--- config.mk ---
export PLATFORM = sky130hd
export DESIGN_NAME = instr_mem_loader
export DESIGN_NICKNAME = d
export VERILOG_FILES = /design/src/rtl/instr_mem_loader.sv
export SDC_FILE = /design/constraint.sdc
export NUM_CORES = 1
export LEC_CHECK = 0
export ABC_AREA = 1
export CAP_MARGIN = 20
export CORE_MARGIN = 1.5
export CORE_UTILIZATION = 40
export DETAILED_ROUTE_END_ITERATION = 10
export GPL_ROUTABILITY_DRIVEN = 0
export GPL_TIMING_DRIVEN = 0
export PLACE_DENSITY = 0.73
export SLEW_MARGIN = 20
export SYNTH_ARGS = -nofsm -noshare
export SYNTH_HDL_FRONTEND = slang
export SYNTH_SLANG_ARGS = --single-unit
--- constraint.sdc ---
create_clock -name clk -period 1.5 [get_ports clk]
set_clock_uncertainty 0.15 [all_clocks]
set_input_delay 0.15 -clock clk [delete_from_list [all_inputs] [get_ports clk]]
set_output_delay 0.15 -clock clk [all_outputs]
set_load 0.02 [all_outputs]
--- src/rtl/instr_mem_loader.sv ---
// Encodes decoded MIPS instruction fields into 32-bit words and writes them
// sequentially into instruction memory starting at word address 0.
module instr_mem_loader #(
  parameter int DEPTH = 64,
  parameter int AW    = 6
) (
  input  logic          clk,
  input  logic          rst_n,
  input  logic          start,
  input  logic          finish,
  input  logic          in_valid,
  output logic          in_ready,
  input  logic [4:0]    op_sel,
  input  logic [4:0]    rs,
  input  logic [4:0]    rt,
  input  logic [4:0]    rd,
  input  logic [15:0]   imm,
  input  logic [25:0]   target,
  output logic          imem_we,
  output logic [AW-1:0] imem_addr,
  output logic [31:0]   imem_wdata,
  output logic [AW:0]   count,
  output logic          busy,
  output logic          done,
  output logic          full,
  output logic          err
);

  typedef enum logic [1:0] {IDLE, LOAD, FULL, DONE} state_t;

  state_t        state;
  logic [AW-1:0] addr;
  logic [31:0]   enc_word;
  logic          enc_legal;
  logic          xfer;
  logic          last_word;

  always_comb begin
    enc_word  = '0;
    enc_legal = 1'b1;
    case (op_sel)
      5'd0:  enc_word = {6'b000000, rs, rt, rd, 5'b00000, 6'b100000};
      5'd1:  enc_word = {6'b000000, rs, rt, rd, 5'b00000, 6'b100010};
      5'd2:  enc_word = {6'b000000, rs, rt, rd, 5'b00000, 6'b100100};
      5'd3:  enc_word = {6'b000000, rs, rt, rd, 5'b00000, 6'b100101};
      5'd4:  enc_word = {6'b000000, rs, rt, rd, 5'b00000, 6'b100111};
      5'd5:  enc_word = {6'b000000, rs, rt, rd, 5'b00000, 6'b101010};
      5'd6:  enc_word = {6'b000000, rs, 5'b00000, 5'b00000, 5'b00000, 6'b001000};
      5'd7:  enc_word = {6'b001000, rs, rt, imm};
      5'd8:  enc_word = {6'b011111, rs, rt, imm};
      5'd9:  enc_word = {6'b001100, rs, rt, imm};
      5'd10: enc_word = {6'b001101, rs, rt, imm};
      5'd11: enc_word = {6'b001010, rs, rt, imm};
      5'd12: enc_word = {6'b100011, rs, rt, imm};
      5'd13: enc_word = {6'b100000, rs, rt, imm};
      5'd14: enc_word = {6'b100001, rs, rt, imm};
      5'd15: enc_word = {6'b101011, rs, rt, imm};
      5'd16: enc_word = {6'b101000, rs, rt, imm};
      5'd17: enc_word = {6'b101001, rs, rt, imm};
      5'd18: enc_word = {6'b001111, 5'b00000, rt, imm};
      5'd19: enc_word = {6'b000100, rs, rt, imm};
      5'd20: enc_word = {6'b000001, rs, rt, imm};
      5'd21: enc_word = {6'b000101, rs, rt, imm};
      5'd22: enc_word = {6'b000010, target};
      5'd23: enc_word = {6'b000011, target};
      default: enc_legal = 1'b0;
    endcase
  end

  assign in_ready  = (state == LOAD);
  assign busy      = (state == LOAD);
  assign done      = (state == DONE);
  assign full      = (state == FULL);
  assign xfer      = in_valid && in_ready;
  assign last_word = (count == (AW+1)'(DEPTH - 1));

  always_ff @(posedge clk or negedge rst_n) begin
    if (!rst_n) begin
      state      <= IDLE;
      addr       <= '0;
      count      <= '0;
      err        <= 1'b0;
      imem_we    <= 1'b0;
      imem_addr  <= '0;
      imem_wdata <= '0;
    end else begin
      // The write stage is independent of start so a bundle accepted just
      // before a restart still lands at its original address.
      imem_we <= 1'b0;
      if (xfer && enc_legal) begin
        imem_we    <= 1'b1;
        imem_addr  <= addr;
        imem_wdata <= enc_word;
      end

      if (start) begin
        state <= LOAD;
        addr  <= '0;
        count <= '0;
        err   <= 1'b0;
      end else begin
        case (state)
          LOAD: begin
            if (xfer) begin
              if (enc_legal) begin
                addr  <= addr + AW'(1);
                count <= count + (AW+1)'(1);
              end else begin
                err <= 1'b1;
              end
            end
            if (finish)
              state <= DONE;
            else if (xfer && enc_legal && last_word)
              state <= FULL;
          end
          FULL: begin
            if (in_valid) err <= 1'b1;
            if (finish) state <= DONE;
          end
          default: ;
        endcase
      end
    end
  end

endmodule

==> metrics.csv, run 1 <==
metric,value,unit
ir_drop,0.0005201,V
dr.pass1.iters,4,
drtIter0Drc,101,
die_w,90.19,um
grt_pass1_wl,15210,um
synth_cell_type_count,33,
top_usage_layer,met2,
wl,9513,um
crit_type,register to register,
cts_tree,yes,
final_util,0.7028,
grt_use_total,0.2294,
crit_buf_inv,4,
finalSetupTns,-4.288,ns
yosysSeqAreaShare,0.4527,
final-hold-violation-count,0,
grt_pass1_vias,3225,
antenna_found_initial,0,
yosys-top-cells-area,"dfrtp_1 45%, nand2_1 16%, nor2_1 6.4%, a21oi_1 4.4%, inv_1 4.4%",
dpl-instance-area,0.004332,mm2
drcViolationCount,0,
drtAntennaViolNets,0,
critPathTopFamily,buffers and inverters,
cts_max_path_buffers,2,
vias,3224,
syn_nets,469,
hold_start,op_sel[4],
status,"complete, but fails checks",
cp_slowest_stage_delay,0.39,ns
critical_path.max_fanout,8,
clk_pin_slew_worst_paths,0.10,ns
antenna_cells,0,
fin_crit_sh,1.095,
max_freq,608.9,MHz
violations,negative setup slack,
viasPerCell,4.968,
cp-end-kind,register,
hold_slack,0.1388,ns
final_area,0.005125,mm2
io_pins,118,
place_ws,-0.5282,ns
syn_inst,400,
maxCapViolations,0,
arrival,1.70,ns
hold_class,primary input to register,
path_depth,8,
holdPathStages,4,
ff2ff_path_depth,8,
grt_overflow,0,
cp-startpoint,state[0]$_DFFE_PN0P_,
leakage,2.394,nW
p_per_area,929.8,mW/mm2
fillCellCount,595,
rsz0062_at_grt,true,
post_synth.cell_area_avg,7.601,um2
ys_ff_latch,55,
clk_latency,0.31,ns
drive_above_1_share,0.2945,
htreeDepth,2,
dp_hpwl,6310,um
worst_pin_slew,0.6995,ns
grtUsageMet2,0.4104,
cts_sinks,55,
nets,618,
crit_required,1.56,ns
slew_headroom,0.5336,
root_buffer,clkbuf_8,
setup_ws,-0.1422,ns
cp_cell_sequence,inv_2 -> nor2_8 -> nand2_4 -> nor2_8 -> buf_12 -> buf_4 -> buf_12 -> a31oi_4,
wire_per_inst,14.66,um
finalCriticalPeriod,1.642,ns
critPathSlowestCell,dfrtp_1,
cts_buffers,5,
crit-reg2reg-launch,state[0]$_DFFE_PN0P_,
met3_usage,0.06514,
area_delta_synth_final,68.56,%
start_util,0.4170,
report.final.slew_viol_count,0,
rows,31,
cp-start-kind,register,
r2r_setup_slack,-0.14,ns
die_y,90.19,um
totalPowerFinal,4.765,mW
setup_viol,56,
yosysWarnings,0,
grtUsageMet1,0.2659,
syn-cell-area,0.003040,mm2
grt_max_degree,56,
portBuffers,116,
dieArea,0.008133,mm2
fin_cells,649,
placedCellCount,615,
synth_top_cell_area_share,0.4527,
yosysTopAreaCell,dfrtp_1,
core-area,0.007292,mm2
[worst register-to-register path, cell delays in order, from the launching register on]
cell and delay (ns):
dfrtp_1 0.39, inv_2 0.08, nor2_8 0.13, nand2_4 0.09, nor2_8 0.19, buf_12 0.18
buf_4 0.14, buf_12 0.11, a31oi_4 0.07
[cells in the final DEF, fill, tap and decap left out, types with 13 or more instances in the layout]
master / Yosys / layout
nor2_1: 52 / 29
clkdlybuf4s50_1: 0 / 60
nor2_4: 2 / 17
nand2_2: 4 / 21
inv_1: 36 / 31
dlygate4sd2_1: 0 / 48
buf_4: 6 / 21
a21oi_2: 0 / 21
dfrtp_1: 55 / 54
nand2_1: 129 / 104
buf_6: 7 / 13
[cells by family after synthesis]
logic type      Yosys count  share of synthesized area
compound gates           54                    0.09876
xor+xnor                  4                    0.01152
fa+ha+maj                 2                   0.008229
buf+inv                  55                    0.09341
flops                    55                     0.4527
simple gates            230                     0.3354
[where the power goes]
part / leakage, nW / internal [mW] / switching [mW]
Sequential: 0.684 / 1.73 / 0.188
Clock: 0.0408 / 0.335 / 0.519
Combinational: 1.67 / 0.918 / 1.07
Total: 2.39 / 2.98 / 1.78
[layout make-up]
class                           instances  area (um2)  share of cell area
Clock buffer                            5       68.82             0.01343
Multi-Input combinational cell        290        1808              0.3528
Buffer                                 15       177.7             0.03467
Sequential cell                        55        1378              0.2688
Inverter                               39       146.4             0.02856
Timing Repair Buffer                  143        1399              0.2729
Tap cell                               99       123.9             0.02417
Clock inverter                          3       23.77            0.004639
[metal layers]
| metal | vias to the layer above | routed length [um] |
|---|---|---|
| li1 | 1563 | - |
| met1 | 1547 | 3695 |
| met2 | 103 | 4991 |
| met3 | 11 | 679 |
| met4 | 0 | 147 |
| met5 | - | 0 |
[registers in the layout (all words and copies together), names as in the netlist]
register    flops
addr            6
count           7
err             1
imem_addr       6
imem_wdata     32
imem_we         1
state           2
[cells in the mapped netlist (all sizes together)]
cell type / n
clkbuf: 1
a21oi: 27
o21a: 2
buf: 15
a211oi: 1
nor3: 6
dfrtp: 55
inv: 39
a31oi: 7
xor2: 4
nor2: 58
o21ai: 12
or2: 5
o22ai: 2
nand4: 4
o211ai: 1
nand3: 18
nand2: 134
nand3b: 5
o31ai: 2
ha: 2
[worst paths after layout]
kind	to
worst max-delay path	imem_wdata[22]$_DFFE_PN0P_
worst min-delay path	imem_wdata[3]$_DFFE_PN0P_
worst max register to register	imem_wdata[22]$_DFFE_PN0P_
worst min register to register	imem_addr[5]$_DFFE_PN0P_
max in group asynchronous	state[1]$_DFFE_PN0P_
min in group asynchronous	imem_addr[3]$_DFFE_PN0P_
[repair_timing]
action	4_1_cts	5_1_grt
pin swaps	27	19
hold buffers	1	0
setup buffers	12	10
gates cloned	7	2
gates resized for setup	154	71
endpoints found under the setup margin	104	57
hold endpoints to repair	55	0
(Power assumes the default switching activity.)
==> inputs of run 2 (changes only) <==
--- a/config.mk
+++ b/config.mk
@@ -8,11 +8,12 @@
 export ABC_AREA = 1
 export CAP_MARGIN = 20
 export CORE_MARGIN = 1.5
-export CORE_UTILIZATION = 40
+export CORE_UTILIZATION = 57
 export DETAILED_ROUTE_END_ITERATION = 10
+export DONT_BUFFER_PORTS = 1
 export GPL_ROUTABILITY_DRIVEN = 0
 export GPL_TIMING_DRIVEN = 0
-export PLACE_DENSITY = 0.73
+export PLACE_DENSITY = 0.71
 export SLEW_MARGIN = 20
 export SYNTH_ARGS = -nofsm -noshare
 export SYNTH_HDL_FRONTEND = slang
==> run 2 against run 1 <==
The flow finishes with violations (negative hold slack, negative setup slack). Non-clock buffer count is 67 lower. Worst hold slack worse by 0.76 ns. Design area decreased by 19%. Sequential power grew 16%. Cell count shrank 15%. Global-route usage rose by 8.9 points. Clock-buffer cell count grew 1. Register-to-register slack got worse by 0.06 ns. Clock power increased by 19%. First-iteration DRC count increased by 120%. Wire length decreased by 4.2%. Maximum frequency decreased by 3.6%. Largest cell class unchanged. Largest power group is now sequential cells.
==> metrics.csv, run 2 (synthesis gave the netlist of run 1 again) <==
metric,value,unit,change
status,"complete, but fails checks",,
violations,"negative hold slack, negative setup slack",,
cp-start-kind,register,,
cts_sinks,55,,unchanged
drtIter0Drc,222,,+120%
setup_ws,-0.2037,ns,-0.06146 ns
hold_slack,-0.6245,ns,-0.7632 ns
rsz0062_at_grt,true,,
io_pins,118,,unchanged
top_register,imem_wdata,,
viasPerCell,5.577,,+12%
cts_buffers,5,,unchanged
max_freq,587.0,MHz,-3.6%
portBuffers,0,,-100%
grt_max_degree,56,,unchanged
grt_overflow,0,,unchanged
final_util,0.8077,,+0.1049
grt_pass1_wl,14700,um,-3.4%
vias,3084,,-4.3%
antenna_cells,0,,unchanged
htreeDepth,2,,unchanged
leakage,1.949,nW,-19%
start_util,0.5915,,+0.1746
crit_type,register to register,,
die_y,76.04,um,-16%
setup_viol,50,,-11%
top_regs,"imem_wdata x32, count x7",,
dr.pass1.iters,5,,+1
clk_pin_slew_worst_paths,0.10,ns,about the same
seqCellArea,0.001381,mm2,+0.27%
finalCriticalPeriod,1.704,ns,+0.06145 ns
core-area,0.005140,mm2,-30%
placedCellCount,470,,-24%
nets,551,,-11%
wl,9112,um,-4.2%
multiInputGateArea,0.001490,mm2,-18%
dieArea,0.005781,mm2,-29%
clk_latency,0.31,ns,about the same
report.final.slew_viol_count,0,,unchanged
dp_hpwl,5178,um,-18%
hold_class,primary input to async pin,,
final_common_cell,nand2_1,,
ir_drop,0.0006306,V,+21%
die_w,76.04,um,-16%
drtAntennaViolNets,0,,unchanged
cp-end-kind,register,,
cts_tree,yes,,
wire_per_inst,16.48,um,+12%
p_per_area,1014,mW/mm2,+9.1%
final_cell_mix,"124 x nand2_1, 64 x dlygate4sd3_1, 51 x dfrtp_1, 46 x nor2_1, 35 x inv_1",,
crit_required,1.56,ns,about the same
root_buffer,clkbuf_8,,
grt_use_total,0.3183,,+0.08893
drcViolationCount,0,,unchanged
grt_pass1_vias,3111,,-3.5%
area_delta_synth_final,36.54,%,
fin_crit_sh,1.136,,+0.04097
drive_above_1_share,0.1594,,-0.1351
fillCellCount,345,,-42%
maxCapViolations,0,,unchanged
final-hold-violation-count,55,,+55
fin_cells,553,,-15%
critical_path.max_fanout,10,,+2
hold_buffers,65,,+64
arrival,1.77,ns,+0.07 ns
rows,26,,-16%
largest_reg_flops,32,,unchanged
cts_max_path_buffers,2,,unchanged
antenna_found_initial,0,,unchanged
slew_headroom,0.5951,,+0.06147
worst_pin_slew,0.6073,ns,-0.09221 ns
-- run 2: final timing paths --
| path | start | endpoint | slack, ns | cells after the start |
|---|---|---|---|---|
| max in group asynchronous | rst_n | imem_wdata[22]$_DFFE_PN0P_ | 1.71 | 0 |
| setup / recovery | state[1]$_DFFE_PN0P_ | imem_wdata[12]$_DFFE_PN0P_ | -0.20 | 8 |
| min in group clk | target[2] | imem_wdata[2]$_DFFE_PN0P_ | 0.03 | 4 |
| setup reg to reg | state[1]$_DFFE_PN0P_ | imem_wdata[12]$_DFFE_PN0P_ | -0.20 | 8 |
| hold / removal | rst_n | imem_wdata[10]$_DFFE_PN0P_ | -0.62 | 0 |
| hold reg to reg | addr[5]$_DFFE_PN0P_ | imem_addr[5]$_DFFE_PN0P_ | 0.39 | 2 |
-- run 2: where the power goes --
part / leakage (nW) / switching, mW / internal, mW
registers: 0.679 / 0.499 / 1.73
logic: 1.21 / 0.512 / 0.444
clock network: 0.0612 / 0.483 / 0.541
total: 1.95 / 1.49 / 2.72
-- run 2: per-stage QoR --
| stage | total power, mW | setup WS, ns | instance area [um2] | setup TNS (ns) |
|---|---|---|---|---|
| 5_1_grt | 4.407 | -0.2846 | 4151 | -9.718 |
| 6_report | 4.210 | -0.2037 | 4151 | -4.695 |
| 3_5_place_dp | 2.925 | -0.1942 | 3137 | -6.318 |
| 3_3_place_gp | 2.900 | -0.1528 | 3137 | -5.145 |
| 4_1_cts | 4.121 | -0.1276 | 3993 | -4.631 |
| 2_1_floorplan | 2.750 | 0.02005 | 3049 | 0 |
-- run 2: layout make-up --
| type | instances | area share |
|---|---|---|
| Multi-Input combinational cell | 290 | 0.3590 |
| Clock buffer | 6 | 0.01989 |
| Timing Repair Buffer | 75 | 0.1820 |
| Tap cell | 70 | 0.02110 |
| Buffer | 16 | 0.04159 |
| Clock inverter | 2 | 0.008439 |
| Inverter | 39 | 0.03526 |
| Sequential cell | 55 | 0.3327 |
-- run 2: timing repair --
item                                   CTS  global route
buffers inserted                         5             3
resized for setup                       18            25
gates cloned                             1             1
pin swaps                                4             3
endpoints found under the hold margin   91            55
setup endpoints to repair               54            55
-- run 2: critical path, stage by stage (launching register included) --
cell and delay, ns:
dfrtp_2 0.47, nor2_8 0.19, nand2_4 0.10, nor2_8 0.14, buf_8 0.16, nand2_1 0.06
nand3b_1 0.19, nand2_1 0.10, inv_1 0.04
-- run 2: layer usage --
metal  routed length, um  GRT usage
met5                   0          0
met4                 214     0.1019
met3                 734    0.06826
met2                4689     0.5712
met1                3472     0.3813
